File: config.mk
export PLATFORM = sky130hd
export DESIGN_NAME = mem_port_arbiter_flat
export DESIGN_NICKNAME = d
export VERILOG_FILES = /design/src/rtl/mem_port_arbiter_if.sv /design/src/rtl/mem_port_arbiter.sv /design/src/flat_wrapper.sv
export SDC_FILE = /design/constraint.sdc
export NUM_CORES = 1
export LEC_CHECK = 0
export ABC_AREA = 1
export CAP_MARGIN = 25
export CORE_ASPECT_RATIO = 1.1
export CORE_MARGIN = 4
export CORE_UTILIZATION = 45
export CTS_BUF_LIST = sky130_fd_sc_hd__clkbuf_4
export CTS_CLUSTER_DIAMETER = 80
export DETAILED_ROUTE_END_ITERATION = 12
export GPL_ROUTABILITY_DRIVEN = 0
export HOLD_SLACK_MARGIN = 0.03
export PLACE_DENSITY = 0.86
export SETUP_SLACK_MARGIN = 0.05
export SYNTH_ARGS = -nofsm -noshare
export SYNTH_HDL_FRONTEND = slang
export SYNTH_SLANG_ARGS = --single-unit
File: constraint.sdc
create_clock -name Clk -period 3.3 [get_ports Clk]
set_input_delay 0.99 -clock Clk [delete_from_list [all_inputs] [get_ports Clk]]
set_output_delay 0.99 -clock Clk [all_outputs]
set_load 0.05 [all_outputs]
File: src/rtl/mem_port_arbiter_if.sv
// Shared RAM port bundle: I/D requester handshakes plus the RAM strobe side.
// slave = arbiter, master = requesters and RAM.
interface mem_port_arbiter_if #(
  parameter int unsigned ADDR_W = 32,
  parameter int unsigned OP_W   = 6
);
  logic              i_req;
  logic [ADDR_W-1:0] i_addr;
  logic              i_grant;
  logic              i_done;
  logic              d_req;
  logic [ADDR_W-1:0] d_addr;
  logic [OP_W-1:0]   d_op;
  logic [1:0]        d_size;
  logic              d_grant;
  logic              d_done;
  logic [ADDR_W-1:0] ram_addr;
  logic [OP_W-1:0]   RAM_OpCode;
  logic              RAM_enable;
  logic              MFC;
  logic              mem_trap;
  logic [1:0]        trap_cause;

  modport slave (
    input  i_req, i_addr, d_req, d_addr, d_op, d_size, MFC,
    output i_grant, i_done, d_grant, d_done,
    output ram_addr, RAM_OpCode, RAM_enable,
    output mem_trap, trap_cause
  );

  modport master (
    output i_req, i_addr, d_req, d_addr, d_op, d_size, MFC,
    input  i_grant, i_done, d_grant, d_done,
    input  ram_addr, RAM_OpCode, RAM_enable,
    input  mem_trap, trap_cause
  );
endinterface

File: src/rtl/mem_port_arbiter.sv
// Single RAM port shared between instruction fetch (I) and load/store (D).
// Optional WAIT-state timeout trap enabled by defining MEM_TIMEOUT_EN.
module mem_port_arbiter #(
  parameter int unsigned     ADDR_W     = 32,
  parameter int unsigned     OP_W       = 6,
  parameter logic [OP_W-1:0] IFETCH_OP  = '0,
  parameter int unsigned     STARVE_MAX = 4,
  parameter int unsigned     TIMEOUT    = 16
) (
  input logic               Clk,
  input logic               RESET_n,
  mem_port_arbiter_if.slave bus
);

  localparam int unsigned SW = $clog2(STARVE_MAX + 1);

  typedef enum logic [2:0] {
    IDLE,
    ISSUE,
    WAIT,
    DONE,
    ERR
  } state_e;

  state_e            state_q, state_d;
  logic              own_d_q, own_d_d;
  logic [ADDR_W-1:0] addr_q, addr_d;
  logic [OP_W-1:0]   op_q, op_d;
  logic [1:0]        size_q, size_d;
  logic [SW-1:0]     starve_q, starve_d;
  logic [1:0]        cause_q, cause_d;
  logic              misal;
  logic              d_win;

`ifdef MEM_TIMEOUT_EN
  localparam int unsigned TW = $clog2(TIMEOUT + 1);
  logic [TW-1:0] tmo_q, tmo_d;
`endif

  always_comb begin
    case (size_q)
      2'b00:   misal = 1'b0;
      2'b01:   misal = addr_q[0];
      2'b10:   misal = |addr_q[1:0];
      default: misal = |addr_q[2:0];
    endcase
  end

  // D has priority until I has watched STARVE_MAX D grants go by
  assign d_win = bus.d_req &&
                 !(bus.i_req && starve_q == SW'(STARVE_MAX));

  always_comb begin
    state_d  = state_q;
    own_d_d  = own_d_q;
    addr_d   = addr_q;
    op_d     = op_q;
    size_d   = size_q;
    starve_d = starve_q;
    cause_d  = cause_q;
`ifdef MEM_TIMEOUT_EN
    tmo_d    = '0;
`endif
    case (state_q)
      IDLE: begin
        if (d_win) begin
          own_d_d = 1'b1;
          addr_d  = bus.d_addr;
          op_d    = bus.d_op;
          size_d  = bus.d_size;
          if (bus.i_req) starve_d = starve_q + 1'b1;
          state_d = ISSUE;
        end else if (bus.i_req) begin
          own_d_d  = 1'b0;
          addr_d   = bus.i_addr;
          op_d     = IFETCH_OP;
          size_d   = 2'b10;
          starve_d = '0;
          state_d  = ISSUE;
        end
      end
      ISSUE: begin
        if (misal) begin
          cause_d = 2'b01;
          state_d = ERR;
        end else begin
          state_d = WAIT;
        end
      end
`ifdef MEM_TIMEOUT_EN
      WAIT: begin
        if (bus.MFC) begin
          state_d = DONE;
        end else if (tmo_q == TW'(TIMEOUT - 1)) begin
          cause_d = 2'b10;
          state_d = ERR;
        end else begin
          tmo_d = tmo_q + 1'b1;
        end
      end
`else
      WAIT: begin
        if (bus.MFC) state_d = DONE;
      end
`endif
      DONE:    state_d = IDLE;
      ERR:     state_d = IDLE;
      default: state_d = IDLE;
    endcase
  end

  always_ff @(posedge Clk or negedge RESET_n) begin
    if (!RESET_n) begin
      state_q  <= IDLE;
      own_d_q  <= 1'b0;
      addr_q   <= '0;
      op_q     <= '0;
      size_q   <= '0;
      starve_q <= '0;
      cause_q  <= '0;
    end else begin
      state_q  <= state_d;
      own_d_q  <= own_d_d;
      addr_q   <= addr_d;
      op_q     <= op_d;
      size_q   <= size_d;
      starve_q <= starve_d;
      cause_q  <= cause_d;
    end
  end

`ifdef MEM_TIMEOUT_EN
  always_ff @(posedge Clk or negedge RESET_n) begin
    if (!RESET_n) tmo_q <= '0;
    else          tmo_q <= tmo_d;
  end
`endif

  assign bus.i_grant    = (state_q != IDLE) && !own_d_q;
  assign bus.d_grant    = (state_q != IDLE) && own_d_q;
  assign bus.i_done     = (state_q == DONE) && !own_d_q;
  assign bus.d_done     = (state_q == DONE) && own_d_q;
  assign bus.ram_addr   = addr_q;
  assign bus.RAM_OpCode = op_q;
  assign bus.RAM_enable = (state_q == WAIT);
  assign bus.mem_trap   = (state_q == ERR);
  assign bus.trap_cause = cause_q;

endmodule

File: src/flat_wrapper.sv
// flat-port wrapper written by rule: the top's interface ports become plain ports
module mem_port_arbiter_flat 
#(
  parameter int unsigned     ADDR_W     = 32,
  parameter int unsigned     OP_W       = 6,
  parameter logic [OP_W-1:0] IFETCH_OP  = '0,
  parameter int unsigned     STARVE_MAX = 4,
  parameter int unsigned     TIMEOUT    = 16
)
  (Clk, RESET_n, bus_i_req, bus_i_addr, bus_d_req, bus_d_addr, bus_d_op, bus_d_size, bus_MFC, bus_i_grant, bus_i_done, bus_d_grant, bus_d_done, bus_ram_addr, bus_RAM_OpCode, bus_RAM_enable, bus_mem_trap, bus_trap_cause);
  mem_port_arbiter_if #(.ADDR_W(ADDR_W), .OP_W(OP_W)) bus_i ();
  input logic Clk;
  input logic RESET_n;
  input wire logic [$bits(bus_i.i_req)-1:0] bus_i_req;
  input wire logic [$bits(bus_i.i_addr)-1:0] bus_i_addr;
  input wire logic [$bits(bus_i.d_req)-1:0] bus_d_req;
  input wire logic [$bits(bus_i.d_addr)-1:0] bus_d_addr;
  input wire logic [$bits(bus_i.d_op)-1:0] bus_d_op;
  input wire logic [$bits(bus_i.d_size)-1:0] bus_d_size;
  input wire logic [$bits(bus_i.MFC)-1:0] bus_MFC;
  output wire logic [$bits(bus_i.i_grant)-1:0] bus_i_grant;
  output wire logic [$bits(bus_i.i_done)-1:0] bus_i_done;
  output wire logic [$bits(bus_i.d_grant)-1:0] bus_d_grant;
  output wire logic [$bits(bus_i.d_done)-1:0] bus_d_done;
  output wire logic [$bits(bus_i.ram_addr)-1:0] bus_ram_addr;
  output wire logic [$bits(bus_i.RAM_OpCode)-1:0] bus_RAM_OpCode;
  output wire logic [$bits(bus_i.RAM_enable)-1:0] bus_RAM_enable;
  output wire logic [$bits(bus_i.mem_trap)-1:0] bus_mem_trap;
  output wire logic [$bits(bus_i.trap_cause)-1:0] bus_trap_cause;
  assign bus_i.i_req = bus_i_req;
  assign bus_i.i_addr = bus_i_addr;
  assign bus_i.d_req = bus_d_req;
  assign bus_i.d_addr = bus_d_addr;
  assign bus_i.d_op = bus_d_op;
  assign bus_i.d_size = bus_d_size;
  assign bus_i.MFC = bus_MFC;
  assign bus_i_grant = bus_i.i_grant;
  assign bus_i_done = bus_i.i_done;
  assign bus_d_grant = bus_i.d_grant;
  assign bus_d_done = bus_i.d_done;
  assign bus_ram_addr = bus_i.ram_addr;
  assign bus_RAM_OpCode = bus_i.RAM_OpCode;
  assign bus_RAM_enable = bus_i.RAM_enable;
  assign bus_mem_trap = bus_i.mem_trap;
  assign bus_trap_cause = bus_i.trap_cause;
  mem_port_arbiter #(.ADDR_W(ADDR_W), .OP_W(OP_W), .IFETCH_OP(IFETCH_OP), .STARVE_MAX(STARVE_MAX), .TIMEOUT(TIMEOUT)) u_core (.Clk(Clk), .RESET_n(RESET_n), .bus(bus_i));
endmodule
==> results of run 1 <==
-- tightest hold or removal path: stages, from the launching register on --
cell     delay, ns
dfrtp_1       0.36
inv_1         0.04
nand2_1       0.05
-- flip-flops by register name (all words and copies together) (netlist names) --
signal and cells:
u_core.own_d_q 1, u_core.bus.ram_addr 32, u_core.starve_q 3, u_core.size_q 2, u_core.state_q 3, u_core.bus.trap_cause 1, u_core.bus.RAM_OpCode 6
-- layer usage --
metal / global-route usage, % / share of wire, % / vias up
li1: - / - / 1324
met1: 23.3 / 39 / 1193
met2: 39.6 / 53 / 78
met3: 5.04 / 5.5 / 17
met4: 10.3 / 3.1 / 0
met5: 0 / 0 / -
-- cell families (layout without fill, tap and decap cells) --
group	Yosys count	count (layout)	share of synthesized area [%]
compound gates	3	3	0.672
other cells	1	1	0.144
simple gates	223	223	36.5
flops	48	48	46.1
fa+ha+maj	2	2	0.960
buf+inv	93	209	15.3
xor+xnor	1	1	0.336
-- power by group --
part	switching (mW)	internal (mW)	total [mW]
Sequential	0.188	0.871	1.06
Combinational	1.61	0.768	2.38
Clock	0.175	0.0987	0.274
-- cell type report --
type                            instances  area [um2]
Clock buffer                            7        52.6
Clock inverter                          1        3.75
Fill cell                             469        1620
Inverter                               75         282
Multi-Input combinational cell        230        1010
Sequential cell                        48        1200
Tap cell                               75        93.8
Timing Repair Buffer                  126        1240
-- stage by stage --
stage | instances | setup slack, ns | util, %
2_1_floorplan | 371 | 0.799 | -
3_3_place_gp | 554 | 0.719 | 69.6
3_5_place_dp | 554 | 0.704 | 69.6
4_1_cts | 562 | 0.278 | 70.6
5_1_grt | 562 | 0.194 | 70.6
6_report | 562 | 0.282 | 70.6
-- placed cells by master (no fill, tap or decap), types with 2 or more instances in the layout --
cell and count:
nand2_1 138, clkdlybuf4s50_1 120, inv_1 74, nand3_1 67, dfrtp_1 48, nor2_1 11, clkbuf_4 7, buf_4 5
nor2_4 2, nand2_2 2, o21ai_0 2, ha_1 2
-- worst min-delay path by stage --
stage,startpoint,endpoint,slack [ns],depth (start not counted)
6_report,u_core.bus.trap_cause[0]$_DFFE_PN0P_,u_core.bus.trap_cause[0]$_DFFE_PN0P_,0.48,2
3_5_place_dp,u_core.bus.trap_cause[0]$_DFFE_PN0P_,u_core.bus.trap_cause[0]$_DFFE_PN0P_,0.45,2
4_1_cts,u_core.bus.trap_cause[0]$_DFFE_PN0P_,u_core.bus.trap_cause[0]$_DFFE_PN0P_,0.48,2
5_1_grt,u_core.bus.trap_cause[0]$_DFFE_PN0P_,u_core.bus.trap_cause[0]$_DFFE_PN0P_,0.50,2
3_3_place_gp,u_core.bus.trap_cause[0]$_DFFE_PN0P_,u_core.bus.trap_cause[0]$_DFFE_PN0P_,0.45,2
2_1_floorplan,u_core.size_q[1]$_DFFE_PN0P_,u_core.size_q[1]$_DFFE_PN0P_,0.44,2
==> summary.txt, run 1 <==
Crit path max fanout: 4
Register area share after synthesis: 46.1%
Post-route DRC: 0
Post-Syn Area per Cell: 7.03 um2
Clock Tree Buf Depth: 2
Synth cell count leaders: nand2_1, inv_1, nand3_1
Critical path's slowest cell: clkdlybuf4s50_1
WL/cell: 12.7 um
Total CTS buffers: 5
DP Area: 0.00383 mm2
Worst EP arrival: 2.03 ns
P_leak: 2.11 nW
RSZ-0062 raised after global routing: no
Slew headroom: 57.5%
Clk_skew: 0.0171 ns
# hold bufs at CTS: 0
CTS tree: built
Setup violators final: 0
Detail Placement HPWL: 5500 um
Initial Utilization: 47.4%
Highest ir drop seen on vdd: 0.000631 V
Synth Instances: 371
WP depth: 4
Top-count cell post-synth: nand2_1
Worst path max stage delay: 0.83 ns
Area growth syn-to-layout: 48.9%
Critical Path Start: u_core.state_q[0]$_DFFE_PN0P_
Vias in the first global route: 2,722
Largest area contributor in the netlist: dfrtp_1
Die area: 0.00708 mm2
DRT iter0 DRCs: 77
Clock root cell: clkbuf_4
Tot Pwr: 3.71 mW
Clock Latency Late Sink: 0.36 ns
YS warnings: 0
Area contributors post-synth: dfrtp_1, nand2_1, nand3_1
Via Count: 2,612
Crit path time final: 3.02 ns
Post-Syn Nets: 450
Crit end category: output port
Total track usage: 21.6%
Synth unique cells: 20
Die Width: 80.6 um
Fin. Hold Viols: 0
H-tree Lvls: 2
Largest net degree at the start of global routing: 41
Cell family with most CP delay: buffers and inverters
Crit path capture: bus_RAM_enable
Setup Crit Path Kind: flip-flop to output port
Share of layout cells above drive strength 1: 3.90%
Mapped Area: 0.00261 mm2
Total gr overflow: 0
Worst r2r src: u_core.starve_q[0]$_DFFE_PN0P_
FMAX: 331 MHz
Top cell type's share of synthesized area: 46.1%
Hold Slack: 0.479 ns
I/O Buffers: 121
CTS Sinks: 48
Startpoint types: flip-flop
Setup TNS: 0 ns
# rows: 28
Hold WC Path Type: flip-flop to flip-flop
PwrDens: 955 mW/mm2
Total inserted antenna cells: 0
Dominant synthesized flop cell: dfrtp_1
Routed Antenna Nets: 0
Reg2Reg Depth: 8
Final wirelength: 7150 um
EDFF count, synth: 0
1st-pass router iterations: 4
Global-route wire length before repair: 11,900 um
Vias per cell: 4.65
Clk slew on worst S/H paths: 0.14 ns
R2R setup slack: 1.67 ns
Final #Nets: 565
FF+latch count, synth: 48
CP Cell Sequence: nor2_4 -> inv_1 -> nor2_1 -> clkdlybuf4s50_1
Fin. max-slew vios: 0
Post-synth ARST share: 100%
Die Y: 87.8 um
Io pins: 123
CTS resizes: 0
CP bufs+invs: 2
Critical Path RT: 2.31 ns
R2r endpoint: u_core.starve_q[1]$_DFFE_PN0P_
Status: complete, no violations
MaxCap Viol Count: 0
Post-route cell area: 0.00388 mm2
Least-Margin Pin Slew: 0.637 ns
Period utilization: 91.4%
Number of setup buffers added after CTS: 0
Core Area: 0.00550 mm2
Initial antenna violation count: 0
Power figures use the tool's default switching activity.
==> inputs of run 2 (changes only) <==
- CORE_UTILIZATION: 45 -> 30
- DONT_BUFFER_PORTS: default -> 1
- PLACE_DENSITY: 0.86 -> 0.43
- clock period: 3.3 -> 3.1 ns (I/O delays scaled with it)
==> summary.txt, run 2 (synthesis gave the netlist of run 1 again) <==
Highest ir drop seen on vdd: 0.000414 V
P_leak: 1.66 nW
Hold WC Path Type: input port to async pin
Finished Layout Cells: 480
Routed Antenna Nets: 0
Area growth syn-to-layout: 5.28%
Fin. max-slew vios: 0
Die area: 0.0102 mm2
Total CTS buffers: 5
Fin. Hold Viols: 0
Post-route DRC: 0
Share of layout cells above drive strength 1: 5.69%
Worst path max stage delay: 0.45 ns
Hold Slack: 0.252 ns
Critical path's slowest cell: dfrtp_1
Slew headroom: 49.8%
Post-route cell area: 0.00275 mm2
FMAX: 426 MHz
CTS Sinks: 48
Initial antenna violation count: 0
Cells after DPL: 472
Crit path max fanout: 4
CP bufs+invs: 2
Setup Crit Path Kind: flip-flop to output port
Status: complete, no violations
CTS tree: built
Die Width: 96.9 um
I/O Buffers: 0
Io pins: 123
1st-pass router iterations: 4
Setup TNS: 0 ns
Period utilization: 75.7%
Total gr overflow: 0
Final #Nets: 447
Die Y: 106 um
Largest net degree at the start of global routing: 49
WL/cell: 13.2 um
PwrDens: 1210 mW/mm2
# hold bufs at CTS: 0
RSZ-0062 raised after global routing: no
Least-Margin Pin Slew: 0.752 ns
CP Cell Sequence: nor2_4 -> nand2_2 -> inv_1 -> nor2_1 -> buf_4
Total inserted antenna cells: 0
Worst r2r src: u_core.state_q[0]$_DFFE_PN0P_
DP Area: 0.00269 mm2
Clock Latency Late Sink: 0.35 ns
Number of filler cells placed in the layout: 972
Crit end category: output port
Clk_skew: 0.0115 ns
Initial Utilization: 31.0%
Final wirelength: 6360 um
# rows: 35
Total track usage: 12.8%
Utilization after layout: 32.6%
Critical Path Start: u_core.state_q[0]$_DFFE_PN0P_
Clock root cell: clkbuf_4
CTS resizes: 0
Clk slew on worst S/H paths: 0.14 ns
Core Area: 0.00841 mm2
Commonest cells after routing, fill and taps aside: nand2_1, inv_1, nand3_1
Setup violators final: 0
Critical Path RT: 2.17 ns
Detail Placement HPWL: 4650 um
H-tree Lvls: 2
DRT iter0 DRCs: 62
Most common cell after layout, fill and taps aside: nand2_1
MaxCap Viol Count: 0
Crit path time final: 2.35 ns
Largest register FFs: 32
Vias per cell: 4.43
Startpoint types: flip-flop
Cell family with most CP delay: flip-flops
Global-route wire length before repair: 10,900 um
Via Count: 2,124
Vias in the first global route: 2,179
Worst EP arrival: 1.42 ns
Clock Tree Buf Depth: 2
Number of setup buffers added after CTS: 0
-- run 2: changes by cell type in the layout (fill, tap and decap cells not counted) --
cell / change
buf_4: +3
buf_2: -1
clkdlybuf4s50_1: -120
-- run 2: path summary, 6_finish.rpt --
kind	endpoint	slack, ns	depth (start not counted)
worst max register to register	u_core.bus.ram_addr[17]$_DFFE_PN0P_	0.90	6
worst min register to register	u_core.size_q[1]$_DFFE_PN0P_	0.49	2
max in group asynchronous	u_core.bus.ram_addr[9]$_DFFE_PN0P_	2.73	0
worst max-delay path	bus_i_grant	0.75	5
min in group Clk	u_core.size_q[1]$_DFFE_PN0P_	0.49	2
worst min-delay path	u_core.bus.trap_cause[0]$_DFFE_PN0P_	0.25	0
-- run 2: metal layers --
metal / up-vias / part of all wire, % / GRT usage, %
met1: 958 / 42 / 15.7
li1: 1092 / - / -
met4: 0 / 1.1 / 3.01
met2: 69 / 51 / 22.0
met5: - / 0 / 0
met3: 5 / 6.8 / 4.04
-- run 2: through the flow --
| step | setup WS (ns) | power (mW) |
|---|---|---|
| global placement | 0.579 | 3.06 |
| floorplan | 0.659 | 2.85 |
| CTS | 0.729 | 3.38 |
| finish | 0.753 | 3.32 |
| detailed placement | 0.551 | 3.07 |
| global route | 0.619 | 3.59 |
-- run 2: cell type report --
cell class / count / area, um2 / area share (%)
sequential: 48 / 1200 / 43.8
inverter: 75 / 282 / 10.3
tap: 111 / 139 / 5.06
multi-input combinational: 230 / 1010 / 36.7
timing repair buffer: 8 / 60.1 / 2.19
clock inverter: 1 / 3.75 / 0.137
clock buffer: 7 / 52.6 / 1.91
-- run 2: power by group --
part           switching (mW)  internal [mW]  leakage [nW]
Sequential               1.11          0.911         0.589
Combinational           0.673          0.329          1.04
Clock                   0.194          0.105        0.0338
Total                    1.97           1.35          1.66
